===== src/rtl/cpu_pkg.sv =====
// Shared definitions for the program loader: state encoding, strobe levels
// and the running checksum helper.
package cpu_pkg;

  typedef enum logic [2:0] {
    ST_IDLE      = 3'd0,
    ST_WAIT_BYTE = 3'd1,
    ST_ADDR      = 3'd2,
    ST_DATA      = 3'd3,
    ST_WRITE     = 3'd4,
    ST_WAIT_SUM  = 3'd5,
    ST_FINISH    = 3'd6
  } state_t;

  localparam logic STROBE_IDLE   = 1'b1;
  localparam logic STROBE_ACTIVE = 1'b0;

  function automatic logic [7:0] csum_add(input logic [7:0] acc, input logic [7:0] b);
    return acc + b;
  endfunction

endpackage


===== src/rtl/program_loader.sv =====
// Host-to-RAM program loader: streams RAM_BYTES bytes onto the CPU bus as
// address/data/write strobe triplets, then verifies a modulo-256 checksum.
module program_loader
  import cpu_pkg::*;
#(
  parameter int RAM_BYTES = 16
) (
  input  logic       clk,
  input  logic       rst,
  input  logic       start,
  input  logic [7:0] in_data,
  input  logic       in_valid,
  output logic       in_ready,
  output logic       cpu_hold,
  output logic       bus_en,
  output logic [7:0] bus_data,
  output logic       n_load_addr,
  output logic       n_load_data,
  output logic       n_we,
  output logic       done,
  output logic       err
);

  localparam logic [3:0] LAST_ADDR = 4'(RAM_BYTES - 1);

  state_t     state_r, state_s;
  logic [3:0] addr_r, addr_s;
  logic [7:0] byte_r, byte_s;
  logic [7:0] sum_r, sum_s;
  logic       done_r, done_s;
  logic       err_r, err_s;

  // State and datapath registers
  always_ff @(posedge clk or posedge rst) begin
    if (rst) begin
      state_r <= ST_IDLE;
      addr_r  <= 4'd0;
      byte_r  <= 8'd0;
      sum_r   <= 8'd0;
      done_r  <= 1'b0;
      err_r   <= 1'b0;
    end else begin
      state_r <= state_s;
      addr_r  <= addr_s;
      byte_r  <= byte_s;
      sum_r   <= sum_s;
      done_r  <= done_s;
      err_r   <= err_s;
    end
  end

  // Next-state and datapath update
  always_comb begin
    state_s = state_r;
    addr_s  = addr_r;
    byte_s  = byte_r;
    sum_s   = sum_r;
    done_s  = done_r;
    err_s   = err_r;
    case (state_r)
      ST_IDLE, ST_FINISH: begin
        if (start) begin
          state_s = ST_WAIT_BYTE;
          addr_s  = 4'd0;
          sum_s   = 8'd0;
          done_s  = 1'b0;
          err_s   = 1'b0;
        end else begin
          state_s = state_r;
        end
      end
      ST_WAIT_BYTE: begin
        if (in_valid) begin
          byte_s  = in_data;
          sum_s   = csum_add(sum_r, in_data);
          state_s = ST_ADDR;
        end else begin
          state_s = ST_WAIT_BYTE;
        end
      end
      ST_ADDR:  state_s = ST_DATA;
      ST_DATA:  state_s = ST_WRITE;
      ST_WRITE: begin
        // The counter stops at the last address so it never wraps in a session
        if (addr_r == LAST_ADDR) begin
          state_s = ST_WAIT_SUM;
        end else begin
          addr_s  = addr_r + 4'd1;
          state_s = ST_WAIT_BYTE;
        end
      end
      ST_WAIT_SUM: begin
        if (in_valid) begin
          err_s   = (in_data != sum_r);
          done_s  = (in_data == sum_r);
          state_s = ST_FINISH;
        end else begin
          state_s = ST_WAIT_SUM;
        end
      end
      default: state_s = ST_IDLE;
    endcase
  end

  // Outputs decoded from registered state only, so reset forces them at once
  always_comb begin
    in_ready    = 1'b0;
    cpu_hold    = 1'b1;
    bus_en      = 1'b0;
    bus_data    = 8'd0;
    n_load_addr = STROBE_IDLE;
    n_load_data = STROBE_IDLE;
    n_we        = STROBE_IDLE;
    case (state_r)
      ST_IDLE, ST_FINISH: cpu_hold = 1'b0;
      ST_WAIT_BYTE, ST_WAIT_SUM: in_ready = 1'b1;
      ST_ADDR: begin
        bus_en      = 1'b1;
        bus_data    = {4'b0000, addr_r};
        n_load_addr = STROBE_ACTIVE;
      end
      ST_DATA: begin
        bus_en      = 1'b1;
        bus_data    = byte_r;
        n_load_data = STROBE_ACTIVE;
      end
      ST_WRITE: n_we = STROBE_ACTIVE;
      default: cpu_hold = 1'b0;
    endcase
  end

  assign done = done_r;
  assign err  = err_r;

endmodule


===== config.mk =====
export PLATFORM = sky130hd
export DESIGN_NAME = program_loader
export DESIGN_NICKNAME = d
export VERILOG_FILES = /design/src/rtl/cpu_pkg.sv /design/src/rtl/program_loader.sv
export SDC_FILE = /design/constraint.sdc
export NUM_CORES = 1
export LEC_CHECK = 0
export CAP_MARGIN = 20
export CORE_MARGIN = 2
export CORE_UTILIZATION = 50
export DETAILED_ROUTE_END_ITERATION = 7
export PLACE_DENSITY = 0.89
export RECOVER_POWER = 50
export SYNTH_ARGS = -nofsm -noshare
export SYNTH_HDL_FRONTEND = slang
export SYNTH_SLANG_ARGS = --single-unit
export TNS_END_PERCENT = 1

===== constraint.sdc =====
create_clock -name clk -period 2.1 [get_ports clk]
set_input_delay 0.315 -clock clk [delete_from_list [all_inputs] [get_ports clk]]
set_output_delay 0.315 -clock clk [all_outputs]
set_load 0.02 [all_outputs]

==> results.yml <==
logic_synthesis:
  async_flop_share_pct: 100.0
  yosys.area_share.xor_xnor_pct: 3.429
  synthDistinctLibCells: 41
  yosys_warnings: 0
  syn_nets: 175
  synth-seq-cells: 25
  ys.flop_type: "dfrtp_1"
  synthesis.area_um2: 1533
  synth-adder-area-share_pct: 7.837
  ys_seq_area_share_pct: 40.82
  avgSynthCellArea_um2: 9.953
  synth_top_family_by_area: "compound AO/OA/AOI/OAI gates"
  syn_inst: 154
  yosys.area_share.simple_pct: 17.22
  synth-edff-count: 0
  synth_compound_area_share_pct: 17.88
  synthMuxAreaShare_pct: 9.224
final_layout:
  fin_nets: 213
  n_fill_cell: 245
  final_cell_mix: "dfrtp_1 (23), nand2_1 (12), clkdlybuf4s50_1 (12)"
  synthToLayoutAreaGrowth_pct: 26.12
  layout_commonest_cell: "dfrtp_1"
  antenna_cells: 0
  drive_gt1_share_pct: 14.66
sta:
  setup_viol: 0
  period_needed_ps: 2013
  rsz0062_at_grt: "no"
  slew_viol_final: 0
  fin_skew_ps: 7.770
  max_slew.worst_pin.slew_ps: 1323
  fin_crit_sh_pct: 95.87
  timing.slew.headroom_pct: 11.79
  hold_viol: 0
  fmax_mhz: 496.7
  timing.final.ws_setup_ps: 86.75
worst_setup_path:
  crit_type: "reg2out"
  critPathCaptureType: "primary output"
  worstPathRequired_ps: 1780
  r2r_setup_slack_ps: 230
  arrival_ps: 1700
  reg2reg_from: "sum_r[0]"
  r2r-end: "sum_r[6]"
  cp-start-kind: "register"
  worstPathMaxFanout: 8
  reg2reg_depth: 7
drt:
  drtIter0Drc: 115
  wl_met3_um: 132
  dr.pass1.iters: 4
  postRouteWirelength_mm: 3.430
  drc: 0
  wire_per_inst_um: 15.31
  topRoutingLayerUsed: "met4"
  viasPerCell: 5.888
  antenna_left: 0
  met2WireLength_mm: 1.821
  vias: 1319
  met1_length_mm: 1.452
clock_network:
  cts_tree: "built"
  cts.sinks: 25
  path_clk_slew_ps: 130
  clk_path_buf_depth: 2
  numCtsBuffers: 3
  root_buffer: "clkbuf_4"
  cts_setup_buffers: 0
  cts_hold_buf: 0
  clkLatencyLatePin_ps: 320
  htree_levels: 1
worst_hold_path:
  hold_class: "reg2reg"
  min_path_cells: 2
  min_to: "done"
  min_from: "done"
outcome:
  status: "complete, no violations"
placed_design:
  io_buffers: 27
  gp_congestion: 0.7767
  dpl_worst_slack_ps: -161.7
  place_hpwl_mm: 2.622
global_route:
  grt_pass1_vias: 1295
  grt-ovfl-total: 0
  grt_max_degree: 26
  grt_pass1_wl_mm: 5.595
  antenna_found_initial: 0
  grt_usage_pct: 21.12
die:
  die_w_um: 59.37
  start_util_pct: 51.47
  die-area_um2: 3524
  fp.dieH_um: 59.37
  std_cell_rows: 20
  core_region_area_um2: 2978
  ios: 28
job:
  drv_cap: 0
power:
  total_power_w: 0.002505
  powerDensity_nw_per_um2: 1296
  ir_drop_mv: 0.5260
  cellLeakagePower_nw: 0.9484
==> layer usage <==
layer	vias to the layer above	global-route usage (%)
met2	30	38.93
met3	4	2.838
met5	-	0
li1	638	-
met4	0	6.169
met1	647	25.28
==> synth_stat cells (6+ instances only) <==
master	count	share of area [%]
a22o_1	6	3.4
a21oi_1	10	3.3
mux2_2	9	6.6
nor2_1	9	2.2
o21ai_0	8	2.6
dfrtp_1	25	41
nand2_1	12	2.9
nand3_1	6	2.0
ha_1	8	6.5
==> layout make-up <==
cell class                      count  area [µm²]  area share (%)
Inverter                            4       15.01          0.7767
Clock inverter                      1       5.005          0.2589
Sequential cell                    25       628.1           32.49
Timing Repair Buffer               39       369.1           19.09
Tap cell                           33       41.29           2.136
Clock buffer                        3       22.52           1.165
Multi-Input combinational cell    119       852.1           44.08
==> state kept, by name, indices dropped and copies added, names as in the netlist <==
register,flops
byte_r,8
sum_r,8
err,1
addr_r,4
state_r,3
done,1
==> power breakdown <==
group | leakage (nW) | internal, W | switching (W) | total [W]
clock network | 0.0177 | 0.0000714 | 0.000143 | 0.000215
registers | 0.315 | 0.000669 | 0.000161 | 0.000830
logic | 0.616 | 0.000713 | 0.000747 | 0.00146
total | 0.948 | 0.00145 | 0.00105 | 0.00251
==> stage by stage <==
stage                     hold WS [ps]  cells  util [%]  TNS [ps]  area, µm²
after floorplan                  342.3    154         -         0       1533
after global placement           466.4    220     64.03    -317.7       1907
after detailed placement         485.4    220     64.03    -543.1       1907
after CTS                        369.6    224     64.75         0       1928
after global routing             526.8    224     64.92         0       1933
final                            500.9    224     64.92         0       1933
==> critical path: stages (launching register included) <==
cell and delay, ps:
dfrtp_2 480, nand2b_1 140, inv_2 90, nand2_1 80, clkdlybuf4s50_1 600
==> worst max path at each step <==
stage / start / endpoint / slack [ps] / depth (start not counted)
after CTS: state_r[2] / bus_data[0] / 7 / 4
after floorplan: sum_r[0] / sum_r[6] / 290 / 7
final: state_r[1] / n_load_data / 90 / 4
after detailed placement: in_data[0] / sum_r[4] / -160 / 8
after global routing: state_r[1] / n_load_data / 30 / 4
after global placement: in_data[0] / sum_r[6] / -120 / 8
==> kinds of logic after synthesis <==
logic type,Yosys count
xor gates and xnor gates,6
adders and majority gates,9
and+or+nand+nor,49
buffers and inverters,10
DFF,25
AOI/OAI and AO/OA,42
muxes,13
==> repair_timing <==
item / 4_1_cts / 5_1_grt
cloned: 0 / 0
endpoints found under the setup margin: 12 / 5
hold endpoints to repair: 0 / 0
gates resized for setup: 10 / 5
pin swaps: 0 / 0
Power figures use the tool's default switching activity.
